File: src/rtl/tft_timing_pkg.sv
`default_nettype none
// ============================================================================
// Module   : tft_timing_pkg
// Brief    : Shared types, default 480x272 panel timing, axis-total helper.
// Revision : 1.0
// ============================================================================
package tft_timing_pkg;

  localparam int CNT_W = 10;

  typedef enum logic [1:0] {
    ST_IDLE  = 2'd0,
    ST_RUN   = 2'd1,
    ST_DRAIN = 2'd2
  } tft_state_e;

  localparam int DEF_CLK_DIV  = 4;
  localparam int DEF_H_SYNC   = 41;
  localparam int DEF_H_BP     = 2;
  localparam int DEF_H_ACTIVE = 480;
  localparam int DEF_H_FP     = 2;
  localparam int DEF_V_SYNC   = 10;
  localparam int DEF_V_BP     = 2;
  localparam int DEF_V_ACTIVE = 272;
  localparam int DEF_V_FP     = 2;
  localparam int DEF_SYNC_ACT = 0;

  function automatic int axis_total(input int sync, input int bp,
                                    input int active, input int fp);
    return sync + bp + active + fp;
  endfunction

endpackage
`default_nettype wire

File: src/rtl/tft_axis_counter.sv
`default_nettype none
// ============================================================================
// Module   : tft_axis_counter
// Brief    : One raster axis counter; outputs describe the value loaded this edge.
// Revision : 1.0
// ============================================================================
module tft_axis_counter
  import tft_timing_pkg::*;
#(
  parameter int SYNC   = DEF_H_SYNC,
  parameter int BP     = DEF_H_BP,
  parameter int ACTIVE = DEF_H_ACTIVE,
  parameter int FP     = DEF_H_FP
) (
  input  logic             CLK,
  input  logic             nRESET,
  input  logic             advance,
  input  logic             clear,
  output logic [CNT_W-1:0] count,
  output logic             wrap,
  output logic             sync,
  output logic             active
);

  localparam int TOTAL = axis_total(SYNC, BP, ACTIVE, FP);

  if (TOTAL > 1023) begin : g_total_check
    $error("tft_axis_counter: axis total exceeds 1023");
  end

  localparam logic [CNT_W-1:0] LAST    = CNT_W'(TOTAL - 1);
  localparam logic [CNT_W-1:0] SYNC_HI = CNT_W'(SYNC);
  localparam logic [CNT_W-1:0] ACT_LO  = CNT_W'(SYNC + BP);
  localparam logic [CNT_W-1:0] ACT_HI  = CNT_W'(SYNC + BP + ACTIVE);

  logic [CNT_W-1:0] count_q;
  logic [CNT_W-1:0] count_d;

  always_comb begin
    wrap    = advance && (count_q == LAST);
    count_d = count_q;
    if (clear) begin
      count_d = '0;
    end else if (advance) begin
      count_d = wrap ? '0 : count_q + 1'b1;
    end
  end

  always_ff @(posedge CLK) begin
    if (!nRESET) begin
      count_q <= '0;
    end else begin
      count_q <= count_d;
    end
  end

  // Decode the incoming value so the parent registers timing with no lag.
  assign count  = count_d;
  assign sync   = (count_d < SYNC_HI);
  assign active = (count_d >= ACT_LO) && (count_d < ACT_HI);

endmodule
`default_nettype wire

File: src/rtl/tft_timing_gen.sv
`default_nettype none
// ============================================================================
// Module   : tft_timing_gen
// Brief    : TFT raster timing with pixel divider and frame-aligned run/stop.
// Revision : 1.0
// ============================================================================
module tft_timing_gen
  import tft_timing_pkg::*;
#(
  parameter int CLK_DIV  = DEF_CLK_DIV,
  parameter int H_SYNC   = DEF_H_SYNC,
  parameter int H_BP     = DEF_H_BP,
  parameter int H_ACTIVE = DEF_H_ACTIVE,
  parameter int H_FP     = DEF_H_FP,
  parameter int V_SYNC   = DEF_V_SYNC,
  parameter int V_BP     = DEF_V_BP,
  parameter int V_ACTIVE = DEF_V_ACTIVE,
  parameter int V_FP     = DEF_V_FP,
  parameter int SYNC_ACT = DEF_SYNC_ACT
) (
  input  logic       CLK,
  input  logic       nRESET,
  input  logic       enable,
  output logic       pix_ce,
  output logic       Hsync,
  output logic       Vsync,
  output logic       DE,
  output logic [9:0] pix_x,
  output logic [9:0] pix_y,
  output logic       line_start,
  output logic       frame_start,
  output logic       busy
);

  if (CLK_DIV < 2) begin : g_div_check
    $error("tft_timing_gen: CLK_DIV must be at least 2");
  end

  localparam int               DIV_W    = $clog2(CLK_DIV);
  localparam logic [DIV_W-1:0] DIV_LAST = DIV_W'(CLK_DIV - 1);
  localparam logic [9:0]       H_OFS    = 10'(H_SYNC + H_BP);
  localparam logic [9:0]       V_OFS    = 10'(V_SYNC + V_BP);
  localparam logic             SYNC_ON  = (SYNC_ACT != 0);
  localparam logic             SYNC_OFF = !SYNC_ON;

  logic [DIV_W-1:0] div_cnt_q, div_cnt_d;
  logic             pix_ce_q, pix_ce_d;
  tft_state_e       state_q, state_d;
  logic             hsync_q, hsync_d, vsync_q, vsync_d, de_q, de_d;
  logic [9:0]       pix_x_q, pix_x_d, pix_y_q, pix_y_d;
  logic             line_start_q, line_start_d, frame_start_q, frame_start_d;
  logic             busy_q, busy_d;

  logic             tick, h_adv, cnt_clear, de_w;
  logic [9:0]       h_count, v_count;
  logic             h_wrap, v_wrap, h_sync, v_sync, h_active, v_active;

  assign tick      = pix_ce_q;
  assign h_adv     = tick && (state_q != ST_IDLE);
  assign cnt_clear = (state_q == ST_IDLE);

  tft_axis_counter #(
    .SYNC(H_SYNC), .BP(H_BP), .ACTIVE(H_ACTIVE), .FP(H_FP)
  ) u_h_cnt (
    .CLK(CLK), .nRESET(nRESET), .advance(h_adv), .clear(cnt_clear),
    .count(h_count), .wrap(h_wrap), .sync(h_sync), .active(h_active)
  );

  tft_axis_counter #(
    .SYNC(V_SYNC), .BP(V_BP), .ACTIVE(V_ACTIVE), .FP(V_FP)
  ) u_v_cnt (
    .CLK(CLK), .nRESET(nRESET), .advance(h_wrap), .clear(cnt_clear),
    .count(v_count), .wrap(v_wrap), .sync(v_sync), .active(v_active)
  );

  always_comb begin
    div_cnt_d = (div_cnt_q == DIV_LAST) ? '0 : div_cnt_q + 1'b1;
    pix_ce_d  = (div_cnt_d == DIV_LAST);
  end

  // enable is resampled every CLK, so only its value at the frame wrap matters.
  always_comb begin
    state_d = state_q;
    case (state_q)
      ST_IDLE:  if (tick && enable) state_d = ST_RUN;
      ST_RUN,
      ST_DRAIN: begin
        if (v_wrap) state_d = enable ? ST_RUN : ST_IDLE;
        else        state_d = enable ? ST_RUN : ST_DRAIN;
      end
      default:  state_d = ST_IDLE;
    endcase
  end

  assign de_w = h_active && v_active;

  always_comb begin
    hsync_d       = hsync_q;
    vsync_d       = vsync_q;
    de_d          = de_q;
    pix_x_d       = pix_x_q;
    pix_y_d       = pix_y_q;
    line_start_d  = line_start_q;
    frame_start_d = frame_start_q;
    busy_d        = (state_d != ST_IDLE);
    if (tick) begin
      if (state_d == ST_IDLE) begin
        hsync_d       = SYNC_OFF;
        vsync_d       = SYNC_OFF;
        de_d          = 1'b0;
        pix_x_d       = '0;
        pix_y_d       = '0;
        line_start_d  = 1'b0;
        frame_start_d = 1'b0;
      end else begin
        hsync_d       = h_sync ? SYNC_ON : SYNC_OFF;
        vsync_d       = v_sync ? SYNC_ON : SYNC_OFF;
        de_d          = de_w;
        pix_x_d       = de_w ? h_count - H_OFS : '0;
        pix_y_d       = de_w ? v_count - V_OFS : '0;
        line_start_d  = (h_count == '0);
        frame_start_d = (h_count == '0) && (v_count == '0);
      end
    end
  end

  always_ff @(posedge CLK) begin
    if (!nRESET) begin
      div_cnt_q     <= '0;
      pix_ce_q      <= 1'b0;
      state_q       <= ST_IDLE;
      hsync_q       <= SYNC_OFF;
      vsync_q       <= SYNC_OFF;
      de_q          <= 1'b0;
      pix_x_q       <= '0;
      pix_y_q       <= '0;
      line_start_q  <= 1'b0;
      frame_start_q <= 1'b0;
      busy_q        <= 1'b0;
    end else begin
      div_cnt_q     <= div_cnt_d;
      pix_ce_q      <= pix_ce_d;
      state_q       <= state_d;
      hsync_q       <= hsync_d;
      vsync_q       <= vsync_d;
      de_q          <= de_d;
      pix_x_q       <= pix_x_d;
      pix_y_q       <= pix_y_d;
      line_start_q  <= line_start_d;
      frame_start_q <= frame_start_d;
      busy_q        <= busy_d;
    end
  end

  assign pix_ce      = pix_ce_q;
  assign Hsync       = hsync_q;
  assign Vsync       = vsync_q;
  assign DE          = de_q;
  assign pix_x       = pix_x_q;
  assign pix_y       = pix_y_q;
  assign line_start  = line_start_q;
  assign frame_start = frame_start_q;
  assign busy        = busy_q;

endmodule
`default_nettype wire

File: config.mk
export PLATFORM = sky130hd
export DESIGN_NAME = tft_timing_gen
export DESIGN_NICKNAME = d
export VERILOG_FILES = /design/src/rtl/tft_timing_pkg.sv /design/src/rtl/tft_axis_counter.sv /design/src/rtl/tft_timing_gen.sv
export SDC_FILE = /design/constraint.sdc
export NUM_CORES = 1
export LEC_CHECK = 0
export BUFFER_PORTS_ARGS = -buffer_cell sky130_fd_sc_hd__buf_2
export CAP_MARGIN = 40
export CORE_MARGIN = 1
export CORE_UTILIZATION = 30
export DETAILED_ROUTE_END_ITERATION = 8
export PLACE_DENSITY = 0.46
export SLEW_MARGIN = 20
export SYNTH_ARGS = -nofsm -noshare
export SYNTH_HDL_FRONTEND = slang
export SYNTH_HIERARCHICAL = 1
export SYNTH_SLANG_ARGS = --single-unit
File: constraint.sdc
create_clock -name CLK -period 9.55 [get_ports CLK]
set_input_delay 1.91 -clock CLK [delete_from_list [all_inputs] [get_ports CLK]]
set_output_delay 1.91 -clock CLK [all_outputs]
set_load 0.05 [all_outputs]
# Word-level counts from Yosys, hierarchy flattened
# Index checks and enable logic that the tools add are counted.
[word_totals]
input_bits = 3
wordCells = 68
ff_bits = 51
[op_classes]
muxes = 23
add_sub_neg = 5
n_eq_ne = 6
magnitude_cmp = 6
reduce_logical = 15
[ops]
columns = ["cell", "n"]
rows = [
  ["2-to-1 mux 10 bit", 10],
  ["adder 10 x 1 -> 10 bit, second input constant", 2],
  ["zero test 10 bit", 2],
  ["== test 10 bit, second input constant", 1],
  ["== test 10 x 9 -> 1 bit, second input constant", 1],
  ["greater-or-equal comparator 10 x 4 -> 1 bit, second input constant", 1],
  ["greater-or-equal comparator 10 x 6 -> 1 bit, second input constant", 1],
  ["< comparator 10 bit, second input constant", 1],
  ["< comparator 10 x 4 -> 1 bit, second input constant", 1],
  ["< comparator 10 x 6 -> 1 bit, second input constant", 1],
  ["< comparator 10 x 9 -> 1 bit, second input constant", 1],
  ["subtractor 10 x 4 -> 10 bit, second input constant", 1],
  ["subtractor 10 x 6 -> 10 bit, second input constant", 1],
  ["logical AND 1 bit", 8],
  ["2-to-1 mux 1 bit", 8],
  ["2-to-1 mux 2 bit", 4],
  ["== test 2 bit, second input constant", 3],
  ["zero test 2 bit", 2],
  ["case mux 2 bit (2 select lines)", 1],
  ["nonzero test 2 bit", 2],
  ["adder 2 x 1 -> 2 bit, second input constant", 1],
  ["== test 2 x 1 -> 1 bit, second input constant", 1],
  ["OR reduction 2 bit", 1],
]

# Depth between registers and ports, before layout
# Gate-level depths: netlist of run 1.
[logic_depth]
ltp_word = 12
mapped_depth = 17

# Cells and area by module
# The synthesis of run 1 kept the hierarchy.
[by_module_without_submodules]
columns = ["module", "n_inst", "cells_each", "area_per_inst_um2"]
rows = [
  ["tft_timing_gen", 1, 165, 1521.5],
  ["tft_axis_counter at u_h_cnt", 1, 101, 788.3],
  ["tft_axis_counter at u_v_cnt", 1, 91, 752.0],
]

# Worst setup path before layout of run 1
# No wires, ideal clock.
[synth_path]
path_kind = "register -> register"
startpoint = "reg pix_ce_q, in the netlist pix_ce"
endpoint = "reg pix_x_q[2], in the netlist pix_x[2]"
path_stages_with_launch = 17
t_arrival_ns = 3.776
period_less_slack_ns = 3.891
path_slack_ns = 5.659
setup_ns = 0.115
required_time_ns = 9.435
path_cell_list = "dfxtp_1 -> buf_4 -> inv_1 -> clkbuf_1 -> nor2_1 -> and4bb_1 -> nand4_2 -> clkinv_1 -> nand4_1 -> o21ba_1 -> a311oi_2 -> o31ai_1 -> o221a_1 -> o2111a_2 -> buf_6 -> a22o_1 -> and2_1"
[synth_via]
elab_chain_cells = 11
[synth_lines]
columns = ["item", "line_no", "source"]
rows = [
  ["from (decl)", "tft_timing_gen.sv:47", "logic pix_ce_q, pix_ce_d;"],
  ["from (signal assigned)", "tft_timing_gen.sv:142", "pix_ce_q <= pix_ce_d;"],
  ["logical AND 1 bit (*)", "tft_timing_gen.sv:59", "assign h_adv = tick && (state_q != ST_IDLE);"],
  ["net h_adv", "tft_timing_gen.sv:54", "logic tick, h_adv, cnt_clear, de_w;"],
  ["logical AND 1 bit (*)", "tft_axis_counter.sv:40", "wrap = advance && (count_q == LAST);"],
  ["net h_wrap", "tft_timing_gen.sv:56", "logic h_wrap, v_wrap, h_sync, v_sync, h_active, v_active;"],
  ["logical AND 1 bit", "tft_axis_counter.sv:40", ""],
  ["2-to-1 mux 10 bit", "tft_axis_counter.sv:45", "count_d = wrap ? '0 : count_q + 1'b1;"],
  ["2-to-1 mux 10 bit (*)", "tft_axis_counter.sv:44", "end else if (advance) begin"],
  ["2-to-1 mux 10 bit (*)", "tft_axis_counter.sv:42", "if (clear) begin"],
  ["net v_count[8]", "tft_timing_gen.sv:55", "logic [9:0] h_count, v_count;"],
  ["greater-or-equal comparator 10 x 4 -> 1 bit or < comparator 10 x 9 -> 1 bit (tied branches)", "tft_axis_counter.sv:60", "assign active = (count_d >= ACT_LO) && (count_d < ACT_HI);"],
  ["logical AND 1 bit (*)", "tft_axis_counter.sv:60", ""],
  ["net v_active", "tft_timing_gen.sv:56", ""],
  ["logical AND 1 bit (*)", "tft_timing_gen.sv:95", "assign de_w = h_active && v_active;"],
  ["2-to-1 mux 10 bit (*)", "tft_timing_gen.sv:119", "pix_x_d = de_w ? h_count - H_OFS : '0;"],
  ["2-to-1 mux 10 bit (*)", "tft_timing_gen.sv:107", "if (state_d == ST_IDLE) begin"],
  ["to (signal assigned)", "tft_timing_gen.sv:147", "pix_x_q <= pix_x_d;"],
  ["to (decl)", "tft_timing_gen.sv:50", "logic [9:0] pix_x_q, pix_x_d, pix_y_q, pix_y_d;"],
]
# Mark *: on every way through the listed nets, which the timed path passes. The rest lies on a longest branch.
# A chain may end at the register's enable or synchronous reset.

# Worst setup path in the final report of run 1
[layout_path]
startpoint = "reg pix_ce_q, in the netlist pix_ce"
endpoint = "reg pix_y_q[9], in the netlist pix_y[9]"
[layout_via]
elab_chain_cells = 11
[layout_lines]
columns = ["item", "line_no", "source"]
rows = [
  ["logical AND 1 bit (*)", "tft_timing_gen.sv:59", ""],
  ["net h_adv", "tft_timing_gen.sv:54", ""],
  ["logical AND 1 bit (*)", "tft_axis_counter.sv:40", ""],
  ["net h_wrap", "tft_timing_gen.sv:56", ""],
  ["logical AND 1 bit (*)", "tft_axis_counter.sv:40", ""],
  ["net v_wrap", "tft_timing_gen.sv:56", ""],
  ["2-to-1 mux 10 bit (*)", "tft_axis_counter.sv:45", ""],
  ["2-to-1 mux 10 bit (*)", "tft_axis_counter.sv:44", ""],
  ["2-to-1 mux 10 bit (*)", "tft_axis_counter.sv:42", ""],
  ["net v_count[4]", "tft_timing_gen.sv:55", ""],
  ["greater-or-equal comparator 10 x 4 -> 1 bit or < comparator 10 x 9 -> 1 bit (tied branches)", "tft_axis_counter.sv:60", ""],
  ["logical AND 1 bit", "tft_axis_counter.sv:60", ""],
  ["logical AND 1 bit", "tft_timing_gen.sv:95", ""],
  ["2-to-1 mux 10 bit (*)", "tft_timing_gen.sv:120", "pix_y_d = de_w ? v_count - V_OFS : '0;"],
  ["2-to-1 mux 10 bit (*)", "tft_timing_gen.sv:107", ""],
  ["to (signal assigned)", "tft_timing_gen.sv:148", "pix_y_q <= pix_y_d;"],
  ["to (decl)", "tft_timing_gen.sv:50", ""],
]
# Marks and branches as above.

==> impl_metrics.xml, run 1 <==
<?xml version="1.0" encoding="UTF-8"?>
<metrics>
  <group name="pwr">
    <metric name="combinational_share_of_power" unit="">0.149</metric>
    <metric name="static-leakage-power" unit="nW">1.27</metric>
    <metric name="power.clock.fraction" unit="">0.343</metric>
    <metric name="internal-power" unit="mW">0.312</metric>
    <metric name="switching_share" unit="">0.287</metric>
    <metric name="irDropWorstVdd" unit="mV">0.0564</metric>
    <metric name="switchingPower" unit="mW">0.125</metric>
    <metric name="power_density" unit="mW/mm2">129</metric>
    <metric name="power.share.sequential" unit="">0.508</metric>
  </group>
  <group name="yosys">
    <metric name="post-synth-top-area-fraction" unit="">0.333</metric>
    <metric name="synth.area.top_cells" unit="">sky130_fd_sc_hd__dfxtp_1, sky130_fd_sc_hd__and2_1, sky130_fd_sc_hd__xnor2_1</metric>
    <metric name="yosys.cell_types.count" unit="">65</metric>
    <metric name="ys.warnings.count" unit="">6</metric>
    <metric name="synth_top_area_cell" unit="">sky130_fd_sc_hd__dfxtp_1</metric>
    <metric name="ys_seq_elements" unit="">51</metric>
    <metric name="post_synth_edffs" unit="">0</metric>
    <metric name="postSynthNetCount" unit="">372</metric>
    <metric name="synthArstFlopShare" unit="">0</metric>
    <metric name="yosys_most_used_dff" unit="">sky130_fd_sc_hd__dfxtp_1</metric>
    <metric name="synth_cells" unit="">357</metric>
    <metric name="synthMostInstantiatedCell" unit="">sky130_fd_sc_hd__dfxtp_1</metric>
    <metric name="cell_area_after_synthesis" unit="mm2">0.00306</metric>
    <metric name="postSynthAreaPerCell" unit="um2">8.58</metric>
    <metric name="netlist_top_cells_count" unit="">sky130_fd_sc_hd__dfxtp_1, sky130_fd_sc_hd__nor2_1, sky130_fd_sc_hd__nand2_1, sky130_fd_sc_hd__and2_1, sky130_fd_sc_hd__xnor2_1</metric>
    <metric name="synth-seq-area-share" unit="">0.333</metric>
  </group>
  <group name="cells_and_area">
    <metric name="final_area" unit="mm2">0.00339</metric>
    <metric name="layoutNonFillerInstCount" unit="">513</metric>
    <metric name="area_delta_synth_final" unit="%">10.7</metric>
    <metric name="nets" unit="">395</metric>
    <metric name="drive_gt1_frac" unit="">0.145</metric>
    <metric name="antenna_cells" unit="">0</metric>
    <metric name="n_fill_cell" unit="">1075</metric>
  </group>
  <group name="setup_path">
    <metric name="crit_fanout" unit="">24</metric>
    <metric name="timing.critical_path.slowest_stage_cell" unit="">sky130_fd_sc_hd__nor2_1</metric>
    <metric name="cell_repeated_most_along_the_worst_path" unit="">sky130_fd_sc_hd__nor2_1</metric>
    <metric name="element_type_at_the_critical_path_end" unit="">register</metric>
    <metric name="cp.arrival" unit="ns">4.98</metric>
    <metric name="timing.critical_path.cells" unit="">inv_1 &gt; nor2_1 &gt; and4bb_1 &gt; nand4_2 &gt; clkinv_1 &gt; nand4_1 &gt; nor3_4 &gt; or2_1 &gt; nor2_1 &gt; or3_1 &gt; nor3_1 &gt; o21ai_0 &gt; xor2_1 &gt; o21ai_1</metric>
    <metric name="cp_data_required_time" unit="ns">9.75</metric>
    <metric name="worst-setup-path-type" unit="">reg2reg</metric>
    <metric name="cpPeakStageDelay" unit="ns">0.79</metric>
    <metric name="crit_path_start_kind" unit="">register</metric>
  </group>
  <group name="clocking">
    <metric name="post-cts-setup-buffer-count" unit="">0</metric>
    <metric name="worst_setup_hold_path_clk_slew" unit="ns">0.10</metric>
    <metric name="cts_tree" unit="">built</metric>
    <metric name="cts_max_level" unit="">2</metric>
    <metric name="clock_path_buffers" unit="">2</metric>
    <metric name="clock_latency" unit="ns">0.30</metric>
    <metric name="cts_root_buf" unit="">sky130_fd_sc_hd__clkbuf_8</metric>
    <metric name="number_of_cts_inserted_buffers" unit="">5</metric>
    <metric name="cts.hold.buffers_added" unit="">0</metric>
    <metric name="post_cts_resize_count" unit="">0</metric>
    <metric name="cts_num_sinks" unit="">51</metric>
  </group>
  <group name="placed_design">
    <metric name="post-place-cells" unit="">506</metric>
    <metric name="numPortBuffers" unit="">29</metric>
    <metric name="globalplace.congestion" unit="">0.788</metric>
    <metric name="place_hpwl" unit="mm">5.31</metric>
    <metric name="place_ws" unit="ns">4.77</metric>
    <metric name="placed_area" unit="mm2">0.00328</metric>
  </group>
  <group name="timing">
    <metric name="achievable-frequency" unit="MHz">209</metric>
    <metric name="hold_viol" unit="">0</metric>
    <metric name="worst_slew_margin_rel" unit="">0.436</metric>
    <metric name="report.final.setup_viol" unit="">0</metric>
    <metric name="worst_slew_pin_slew" unit="ns">0.842</metric>
    <metric name="final.hold.worst_slack" unit="ns">0.459</metric>
    <metric name="tns" unit="ns">0</metric>
    <metric name="fin_worst_skew" unit="ns">0.0121</metric>
    <metric name="layout_setup_ws" unit="ns">4.77</metric>
    <metric name="grt_setup_unrepaired" unit="">no</metric>
    <metric name="min_period_over_period" unit="">0.500</metric>
    <metric name="shortest_period_the_worst_path_allows" unit="ns">4.78</metric>
    <metric name="final_report_max_slew_violation_count" unit="">0</metric>
  </group>
  <group name="global_routing">
    <metric name="first_global_vias" unit="">2354</metric>
    <metric name="grt_first_pass_wirelength" unit="mm">12.2</metric>
    <metric name="grtUsageTotal" unit="">0.147</metric>
    <metric name="global_route.overflow_total" unit="">0</metric>
    <metric name="antenna_found_initial" unit="">0</metric>
    <metric name="maximum_number_of_pins_on_one_net_before_global_route_repair" unit="">43</metric>
  </group>
  <group name="floorplanning">
    <metric name="initial_utilization" unit="">0.312</metric>
    <metric name="die_y" unit="um">103</metric>
    <metric name="fp.dieW" unit="um">103</metric>
    <metric name="die_area" unit="mm2">0.0106</metric>
    <metric name="ios" unit="">30</metric>
    <metric name="design.core.area" unit="mm2">0.00982</metric>
    <metric name="row_count" unit="">36</metric>
  </group>
  <group name="routing">
    <metric name="postRouteAntennaNets" unit="">0</metric>
    <metric name="detailedRoute.firstPassIterationCount" unit="">4</metric>
    <metric name="via_per_inst" unit="">4.93</metric>
    <metric name="total_via_count_after_detailed_routing" unit="">2529</metric>
    <metric name="wire_length_reported_by_the_detailed_router" unit="mm">7.34</metric>
    <metric name="dr.first_iter.drc_count" unit="">176</metric>
    <metric name="post_drt_wl_per_cell" unit="um">14.3</metric>
    <metric name="route.detailed.drc" unit="">0</metric>
  </group>
  <group name="flow_run">
    <metric name="timing.max_cap.violations" unit="">0</metric>
  </group>
  <group name="outcome">
    <metric name="status" unit="">finished, final reports clean</metric>
  </group>
  <group name="hold_path">
    <metric name="holdCritPathClass" unit="">reg2reg</metric>
  </group>
</metrics>
## per-stage QoR
stage,utilization,total power [mW]
6_report,0.345,0.437
5_1_grt,0.345,0.461
4_1_cts,0.345,0.445
3_5_place_dp,0.334,0.293
3_3_place_gp,0.334,0.294
2_1_floorplan,-,0.284
## registers in the layout (all words and copies together) (netlist names)
name,cells
DE,1
Hsync,1
Vsync,1
busy,1
div_cnt_q,2
frame_start,1
line_start,1
pix_ce,1
pix_x,10
pix_y,10
state_q,2
u_h_cnt/count_q,10
u_v_cnt/count_q,10
## power groups by stage
stage	registers [mW]	logic, mW	clock network, mW
after global routing	0.223	0.0738	0.164
after CTS	0.222	0.0662	0.156
final	0.222	0.0653	0.150
after detailed placement	0.227	0.0658	0
after global placement	0.227	0.0666	0
after floorplan	0.236	0.0483	0
## cells in the final DEF (no fill, tap or decap), types with 4 or more instances in the layout
master	n
sky130_fd_sc_hd__and2_1	26
sky130_fd_sc_hd__a22o_1	14
sky130_fd_sc_hd__ha_1	12
sky130_fd_sc_hd__a21oi_1	10
sky130_fd_sc_hd__buf_2	29
sky130_fd_sc_hd__and3_1	4
sky130_fd_sc_hd__xnor2_1	18
sky130_fd_sc_hd__a211oi_1	5
sky130_fd_sc_hd__or3_1	7
sky130_fd_sc_hd__nor2_1	35
sky130_fd_sc_hd__nand4_1	6
sky130_fd_sc_hd__inv_1	15
sky130_fd_sc_hd__nand3_1	11
sky130_fd_sc_hd__nor3_1	10
sky130_fd_sc_hd__o21ai_0	6
sky130_fd_sc_hd__dfxtp_1	51
sky130_fd_sc_hd__xor2_1	12
sky130_fd_sc_hd__clkbuf_8	5
sky130_fd_sc_hd__nand2_1	31
sky130_fd_sc_hd__o21ai_1	7
## per-layer routing
metal / track usage / wire length (um) / part of all wire
met2: 0.220 / 3080 / 0.42
met4: 0.0358 / 59 / 0.0080
met3: 0.0258 / 250 / 0.034
met5: 0 / 0 / 0
met1: 0.216 / 3950 / 0.54
## cells by family (layout without fill, tap and decap cells)
kind of cell	Yosys count	in the layout	share of synthesized area
buffers and inverters	29	52	0.0490
adders and majority gates	12	12	0.0490
AOI/OAI and AO/OA	71	71	0.175
xor gates and xnor gates	30	30	0.0858
muxes	2	2	0.00695
and+or+nand+nor	162	162	0.301
DFF	51	51	0.333
## cell type report
class / count / area, um2 / share of cell area
clock buffers: 5 / 68.8 / 0.0203
clock inverters: 2 / 37.5 / 0.0111
inverters: 16 / 60.1 / 0.0177
multi-input cells: 277 / 1890 / 0.558
flip-flops and latches: 51 / 1020 / 0.301
well taps: 133 / 166 / 0.0491
repair buffers: 29 / 145 / 0.0428
## final timing paths
path / from / endpoint / slack [ns] / cells after the start
worst max-delay path: pix_ce / pix_y[9] / 4.77 / 14
worst max register to register: pix_ce / pix_y[9] / 4.77 / 14
worst min-delay path: div_cnt_q[0] / div_cnt_q[0] / 0.46 / 1
worst min register to register: div_cnt_q[0] / div_cnt_q[0] / 0.46 / 1
## worst max-delay path: cells and delay by family, from the launching register on
kind                   cells  cell delay (ns)
AND/OR/NAND/NOR            9             2.98
buffers and inverters      2             0.66
flip-flops                 1             0.55
AO/OA/AOI/OAI              2             0.24
XOR/XNOR                   1             0.24
Note: power is estimated with default switching activity, not from simulation.
==> run 2: changes to the inputs <==
- PLACE_DENSITY: 0.46 -> 0.48
- clock period: 9.55 -> 4.08 ns (I/O delays scaled with it)
==> run 2 against run 1 <==
Critical path depth did not move. Critical path type unchanged. Cell count rose by 0.97%. Cell area rose by 0.26%. Clock power rose by 99%. Largest power group unchanged.
==> impl_metrics.xml, run 2 (same netlist as run 1, synthesis figures left out) <==
<?xml version="1.0" encoding="UTF-8"?>
<metrics>
  <group name="outcome">
    <metric name="status" unit="">finished, final reports clean</metric>
  </group>
  <group name="pwr">
    <metric name="power_density" unit="mW/mm2">288</metric>
    <metric name="irDropWorstVdd" unit="mV">0.136</metric>
    <metric name="static-leakage-power" unit="nW">1.28</metric>
  </group>
  <group name="routing">
    <metric name="wire_length_reported_by_the_detailed_router" unit="mm">7.17</metric>
    <metric name="dr.first_iter.drc_count" unit="">181</metric>
    <metric name="total_via_count_after_detailed_routing" unit="">2580</metric>
    <metric name="post_drt_wl_per_cell" unit="um">13.8</metric>
    <metric name="detailedRoute.firstPassIterationCount" unit="">4</metric>
    <metric name="postRouteAntennaNets" unit="">0</metric>
    <metric name="via_per_inst" unit="">4.98</metric>
    <metric name="route.detailed.drc" unit="">0</metric>
  </group>
  <group name="cells_and_area">
    <metric name="drive_gt1_frac" unit="">0.153</metric>
    <metric name="nets" unit="">399</metric>
    <metric name="mostFrequentLayoutCell" unit="">sky130_fd_sc_hd__dfxtp_1</metric>
    <metric name="regArea" unit="mm2">0.00102</metric>
    <metric name="multi_input_comb_area" unit="mm2">0.00189</metric>
    <metric name="post-route-util" unit="">0.346</metric>
    <metric name="n_fill_cell" unit="">1070</metric>
    <metric name="final_area" unit="mm2">0.00340</metric>
    <metric name="layout.cells.most_common_list" unit="">sky130_fd_sc_hd__dfxtp_1, sky130_fd_sc_hd__nor2_1, sky130_fd_sc_hd__nand2_1, sky130_fd_sc_hd__buf_2, sky130_fd_sc_hd__and2_1</metric>
    <metric name="area_delta_synth_final" unit="%">11.0</metric>
    <metric name="antenna_cells" unit="">0</metric>
  </group>
  <group name="setup_path">
    <metric name="depth_of_the_worst_register_to_register_path" unit="">14</metric>
    <metric name="crit_fanout" unit="">11</metric>
    <metric name="endpoint_of_the_worst_slack_reg_to_reg_timing_path" unit="">pix_y[8]</metric>
    <metric name="regToRegSetupSlack" unit="ns">0.57</metric>
    <metric name="cell_repeated_most_along_the_worst_path" unit="">sky130_fd_sc_hd__nor2_1</metric>
    <metric name="timing.critical_path.slowest_stage_cell" unit="">sky130_fd_sc_hd__dfxtp_1</metric>
    <metric name="worst-setup-path-type" unit="">reg2reg</metric>
    <metric name="cp.arrival" unit="ns">3.72</metric>
    <metric name="worst_path_dominant_cell_family" unit="">simple AND/OR/NAND/NOR gates</metric>
    <metric name="crit_path_start_kind" unit="">register</metric>
    <metric name="element_type_at_the_critical_path_end" unit="">register</metric>
    <metric name="cpPeakStageDelay" unit="ns">0.54</metric>
    <metric name="path_buf_inv" unit="">2</metric>
    <metric name="startpoint" unit="">pix_ce</metric>
    <metric name="cp_data_required_time" unit="ns">4.29</metric>
    <metric name="timing.critical_path.cells" unit="">inv_1 &gt; nor2_1 &gt; and4bb_1 &gt; nand4_2 &gt; clkinv_1 &gt; nand4_1 &gt; nor3_4 &gt; or2_1 &gt; nor2_1 &gt; or3_1 &gt; nor3_1 &gt; xor2_1 &gt; a22o_1 &gt; and2_1</metric>
    <metric name="worst_r2r_startpoint" unit="">pix_ce</metric>
  </group>
  <group name="clocking">
    <metric name="cts_max_level" unit="">2</metric>
    <metric name="clock_path_buffers" unit="">2</metric>
    <metric name="number_of_cts_inserted_buffers" unit="">5</metric>
    <metric name="cts_root_buf" unit="">sky130_fd_sc_hd__clkbuf_8</metric>
    <metric name="cts_num_sinks" unit="">51</metric>
    <metric name="clock_latency" unit="ns">0.31</metric>
    <metric name="cts.hold.buffers_added" unit="">0</metric>
    <metric name="post-cts-setup-buffer-count" unit="">0</metric>
    <metric name="worst_setup_hold_path_clk_slew" unit="ns">0.10</metric>
    <metric name="cts_tree" unit="">built</metric>
    <metric name="post_cts_resize_count" unit="">0</metric>
  </group>
  <group name="floorplanning">
    <metric name="initial_utilization" unit="">0.312</metric>
    <metric name="ios" unit="">30</metric>
    <metric name="die_y" unit="um">103</metric>
    <metric name="die_area" unit="mm2">0.0106</metric>
    <metric name="row_count" unit="">36</metric>
    <metric name="fp.dieW" unit="um">103</metric>
    <metric name="design.core.area" unit="mm2">0.00982</metric>
  </group>
  <group name="placed_design">
    <metric name="globalplace.congestion" unit="">0.814</metric>
    <metric name="numPortBuffers" unit="">29</metric>
    <metric name="placed_area" unit="mm2">0.00331</metric>
    <metric name="place_hpwl" unit="mm">5.22</metric>
  </group>
  <group name="global_routing">
    <metric name="first_global_vias" unit="">2356</metric>
    <metric name="antenna_found_initial" unit="">0</metric>
    <metric name="grt_first_pass_wirelength" unit="mm">12.0</metric>
    <metric name="grtUsageTotal" unit="">0.146</metric>
    <metric name="grt_util_met2" unit="">0.222</metric>
    <metric name="met3_usage" unit="">0.0231</metric>
    <metric name="globalRouteMet1Util" unit="">0.213</metric>
    <metric name="maximum_number_of_pins_on_one_net_before_global_route_repair" unit="">43</metric>
    <metric name="busiest_layer" unit="">met2</metric>
    <metric name="global_route.overflow_total" unit="">0</metric>
  </group>
  <group name="timing">
    <metric name="grt_setup_unrepaired" unit="">no</metric>
    <metric name="hold_viol" unit="">0</metric>
    <metric name="worst_slew_margin_rel" unit="">0.551</metric>
    <metric name="min_period_over_period" unit="">0.860</metric>
    <metric name="tns" unit="ns">0</metric>
    <metric name="achievable-frequency" unit="MHz">285</metric>
    <metric name="shortest_period_the_worst_path_allows" unit="ns">3.51</metric>
    <metric name="report.final.setup_viol" unit="">0</metric>
    <metric name="worst_slew_pin_slew" unit="ns">0.674</metric>
    <metric name="fin_worst_skew" unit="ns">0.00552</metric>
    <metric name="final_report_max_slew_violation_count" unit="">0</metric>
  </group>
  <group name="flow_run">
    <metric name="timing.max_cap.violations" unit="">0</metric>
  </group>
  <group name="hold_path">
    <metric name="hp-start" unit="">div_cnt_q[0]</metric>
    <metric name="holdCritPathClass" unit="">reg2reg</metric>
    <metric name="hold_path_depth" unit="">1</metric>
    <metric name="whs_endpoint" unit="">div_cnt_q[0]</metric>
  </group>
</metrics>
## run 2: how the worst max path moves through the flow
stage	slack (ns)	cells past startpoint	to
after floorplan	0.19	16	pix_x[8]
after global placement	0.61	13	pix_x[6]
after detailed placement	0.59	12	pix_x[7]
after CTS	0.54	12	pix_x[7]
after global routing	0.11	14	pix_y[8]
final	0.57	14	pix_y[8]
## run 2: area by class of cell
class                           count  area share
Clock buffer                        6      0.0214
Multi-Input combinational cell    277       0.556
Clock inverter                      2     0.00368
Inverter                           16      0.0177
Sequential cell                    51       0.300
Timing Repair Buffer               33      0.0515
Tap cell                          133      0.0490
## run 2: routing by layer
metal  wire [um]  vias to the layer above
met4          87                        0
met3         276                        9
met2        3020                       51
li1            -                     1319
met1        3790                     1201
met5           0                        -
## run 2: where the power goes
group / switching (mW) / leakage, nW / internal, mW
registers: 0.00928 / 0.412 / 0.511
logic: 0.114 / 0.829 / 0.0440
clock network: 0.179 / 0.0412 / 0.121
total: 0.302 / 1.28 / 0.676
## run 2: metrics by stage
step | hold WS, ns | total power [mW] | worst slack [ns] | instances
finish | 0.451 | 0.978 | 0.571 | 518
floorplan | 0.424 | 0.665 | 0.189 | 357
global placement | 0.440 | 0.693 | 0.608 | 510
detailed placement | 0.446 | 0.692 | 0.587 | 510
CTS | 0.461 | 0.993 | 0.540 | 518
global route | 0.488 | 1.03 | 0.107 | 518
==> run 3: changes to the inputs <==
- PLACE_DENSITY: 0.48 -> not set
- PLACE_DENSITY_LB_ADDON: not set -> 0.1
- SETUP_SLACK_MARGIN: not set -> 0.4
==> run 3 against run 2 <==
Global-route usage grew 0.86 points. First-iteration DRC count fell by 43%. Sequential power about the same. Combinational power rose by 11%. Cell count is 0.39% higher. Hold slack gained 0.015 ns.
==> impl_metrics.xml, run 3 (same netlist as run 1, synthesis figures left out) <==
<?xml version="1.0" encoding="UTF-8"?>
<metrics>
  <group name="clocking">
    <metric name="clock_path_buffers" unit="">2</metric>
    <metric name="cts_num_sinks" unit="">51</metric>
    <metric name="cts_root_buf" unit="">sky130_fd_sc_hd__clkbuf_8</metric>
    <metric name="worst_setup_hold_path_clk_slew" unit="ns">0.10</metric>
    <metric name="cts.hold.buffers_added" unit="">0</metric>
    <metric name="cts_max_level" unit="">2</metric>
    <metric name="cts_tree" unit="">built</metric>
    <metric name="clock_latency" unit="ns">0.32</metric>
    <metric name="number_of_cts_inserted_buffers" unit="">5</metric>
  </group>
  <group name="placed_design">
    <metric name="numPortBuffers" unit="">29</metric>
    <metric name="place_hpwl" unit="mm">5.82</metric>
    <metric name="place_ws" unit="ns">0.563</metric>
    <metric name="placed_area" unit="mm2">0.00333</metric>
    <metric name="globalplace.congestion" unit="">0.853</metric>
  </group>
  <group name="global_routing">
    <metric name="grt_first_pass_wirelength" unit="mm">12.5</metric>
    <metric name="globalRouteMet1Util" unit="">0.229</metric>
    <metric name="busiest_layer" unit="">met2</metric>
    <metric name="grtUsageTotal" unit="">0.155</metric>
    <metric name="met3_usage" unit="">0.0231</metric>
    <metric name="maximum_number_of_pins_on_one_net_before_global_route_repair" unit="">42</metric>
    <metric name="antenna_found_initial" unit="">0</metric>
    <metric name="grt_util_met2" unit="">0.232</metric>
    <metric name="first_global_vias" unit="">2363</metric>
    <metric name="global_route.overflow_total" unit="">0</metric>
  </group>
  <group name="setup_path">
    <metric name="cp.arrival" unit="ns">3.66</metric>
    <metric name="crit_fanout" unit="">15</metric>
    <metric name="crit_path_start_kind" unit="">register</metric>
    <metric name="element_type_at_the_critical_path_end" unit="">register</metric>
    <metric name="cp_data_required_time" unit="ns">4.29</metric>
    <metric name="worst-setup-path-type" unit="">reg2reg</metric>
  </group>
  <group name="timing">
    <metric name="final_report_max_slew_violation_count" unit="">0</metric>
    <metric name="hold_viol" unit="">0</metric>
    <metric name="tns" unit="ns">0</metric>
    <metric name="min_period_over_period" unit="">0.846</metric>
    <metric name="layout_setup_ws" unit="ns">0.628</metric>
    <metric name="achievable-frequency" unit="MHz">290</metric>
    <metric name="report.final.setup_viol" unit="">0</metric>
    <metric name="worst_slew_margin_rel" unit="">0.651</metric>
    <metric name="worst_slew_pin_slew" unit="ns">0.524</metric>
    <metric name="grt_setup_unrepaired" unit="">no</metric>
    <metric name="fin_worst_skew" unit="ns">0.0153</metric>
    <metric name="shortest_period_the_worst_path_allows" unit="ns">3.45</metric>
  </group>
  <group name="routing">
    <metric name="postRouteAntennaNets" unit="">0</metric>
    <metric name="dr.first_iter.drc_count" unit="">103</metric>
    <metric name="via_per_inst" unit="">4.93</metric>
    <metric name="detailedRoute.firstPassIterationCount" unit="">4</metric>
    <metric name="wire_length_reported_by_the_detailed_router" unit="mm">7.79</metric>
    <metric name="total_via_count_after_detailed_routing" unit="">2564</metric>
    <metric name="post_drt_wl_per_cell" unit="um">15.0</metric>
    <metric name="route.detailed.drc" unit="">0</metric>
  </group>
  <group name="outcome">
    <metric name="status" unit="">finished, final reports clean</metric>
  </group>
  <group name="cells_and_area">
    <metric name="n_fill_cell" unit="">1058</metric>
    <metric name="drive_gt1_frac" unit="">0.165</metric>
    <metric name="mostFrequentLayoutCell" unit="">sky130_fd_sc_hd__dfxtp_1</metric>
    <metric name="final_area" unit="mm2">0.00347</metric>
    <metric name="nets" unit="">401</metric>
    <metric name="area_delta_synth_final" unit="%">13.4</metric>
    <metric name="antenna_cells" unit="">0</metric>
    <metric name="post-route-util" unit="">0.353</metric>
    <metric name="layout.cells.most_common_list" unit="">sky130_fd_sc_hd__dfxtp_1, sky130_fd_sc_hd__nor2_1, sky130_fd_sc_hd__nand2_1, sky130_fd_sc_hd__buf_2, sky130_fd_sc_hd__and2_1</metric>
  </group>
  <group name="floorplanning">
    <metric name="design.core.area" unit="mm2">0.00982</metric>
    <metric name="ios" unit="">30</metric>
    <metric name="fp.dieW" unit="um">103</metric>
    <metric name="initial_utilization" unit="">0.312</metric>
    <metric name="row_count" unit="">36</metric>
    <metric name="die_area" unit="mm2">0.0106</metric>
    <metric name="die_y" unit="um">103</metric>
  </group>
  <group name="hold_path">
    <metric name="holdCritPathClass" unit="">reg2reg</metric>
  </group>
  <group name="pwr">
    <metric name="power_density" unit="mW/mm2">307</metric>
    <metric name="static-leakage-power" unit="nW">1.31</metric>
    <metric name="irDropWorstVdd" unit="mV">0.180</metric>
  </group>
  <group name="flow_run">
    <metric name="timing.max_cap.violations" unit="">0</metric>
  </group>
</metrics>
==> run 3: where the power goes <==
group          total (mW)  switching [mW]  internal, mW
combinational       0.175           0.126        0.0487
clock               0.372           0.187         0.185
sequential          0.518         0.00681         0.511
==> run 3: repair_timing <==
action | 4_1_cts | 5_1_grt
setup endpoints to repair | 0 | 18
gates resized for setup | 0 | 1
setup buffers | 0 | 1
==> run 3: worst max-delay path, stage by stage, from the launching register on <==
cell and delay, ns:
sky130_fd_sc_hd__dfxtp_1 0.46, sky130_fd_sc_hd__inv_1 0.13, sky130_fd_sc_hd__ha_1 0.22, sky130_fd_sc_hd__nor4b_2 0.17
sky130_fd_sc_hd__nand4_2 0.15, sky130_fd_sc_hd__clkinv_1 0.22, sky130_fd_sc_hd__and4_1 0.35, sky130_fd_sc_hd__a311oi_1 0.28
sky130_fd_sc_hd__a31oi_1 0.09, sky130_fd_sc_hd__o31a_1 0.35, sky130_fd_sc_hd__o221a_1 0.26, sky130_fd_sc_hd__o2111a_2 0.18
sky130_fd_sc_hd__buf_12 0.15, sky130_fd_sc_hd__a22o_1 0.18, sky130_fd_sc_hd__and2_1 0.15
==> run 3: area by class of cell <==
class / instances / area, um2 / area share
inverters: 16 / 60.1 / 0.0173
flip-flops and latches: 51 / 1020 / 0.295
clock buffers: 5 / 68.8 / 0.0198
repair buffers: 35 / 203 / 0.0584
clock inverters: 3 / 46.3 / 0.0133
multi-input cells: 277 / 1900 / 0.549
well taps: 133 / 166 / 0.0479
==> run 3: metrics by stage <==
stage / hold slack [ns] / std cells / total power, mW
2_1_floorplan: 0.424 / 357 / 0.667
5_1_grt: 0.499 / 520 / 1.13
6_report: 0.466 / 520 / 1.06
3_5_place_dp: 0.458 / 511 / 0.703
4_1_cts: 0.472 / 519 / 1.08
3_3_place_gp: 0.437 / 511 / 0.707
==> run 3: path summary, 6_finish.rpt <==
path                      startpoint           end  slack, ns  cells past startpoint
setup / recovery  u_h_cnt/count_q[0]      pix_y[1]       0.63                     14
hold reg to reg         div_cnt_q[0]  div_cnt_q[0]       0.47                      1
hold / removal          div_cnt_q[0]  div_cnt_q[0]       0.47                      1
setup reg to reg  u_h_cnt/count_q[0]      pix_y[1]       0.63                     14
==> run 3: routing by layer <==
layer	wire, um	up-vias
met3	256	8
met5	0	-
met4	93	0
li1	-	1325
met1	4160	1188
met2	3290	43
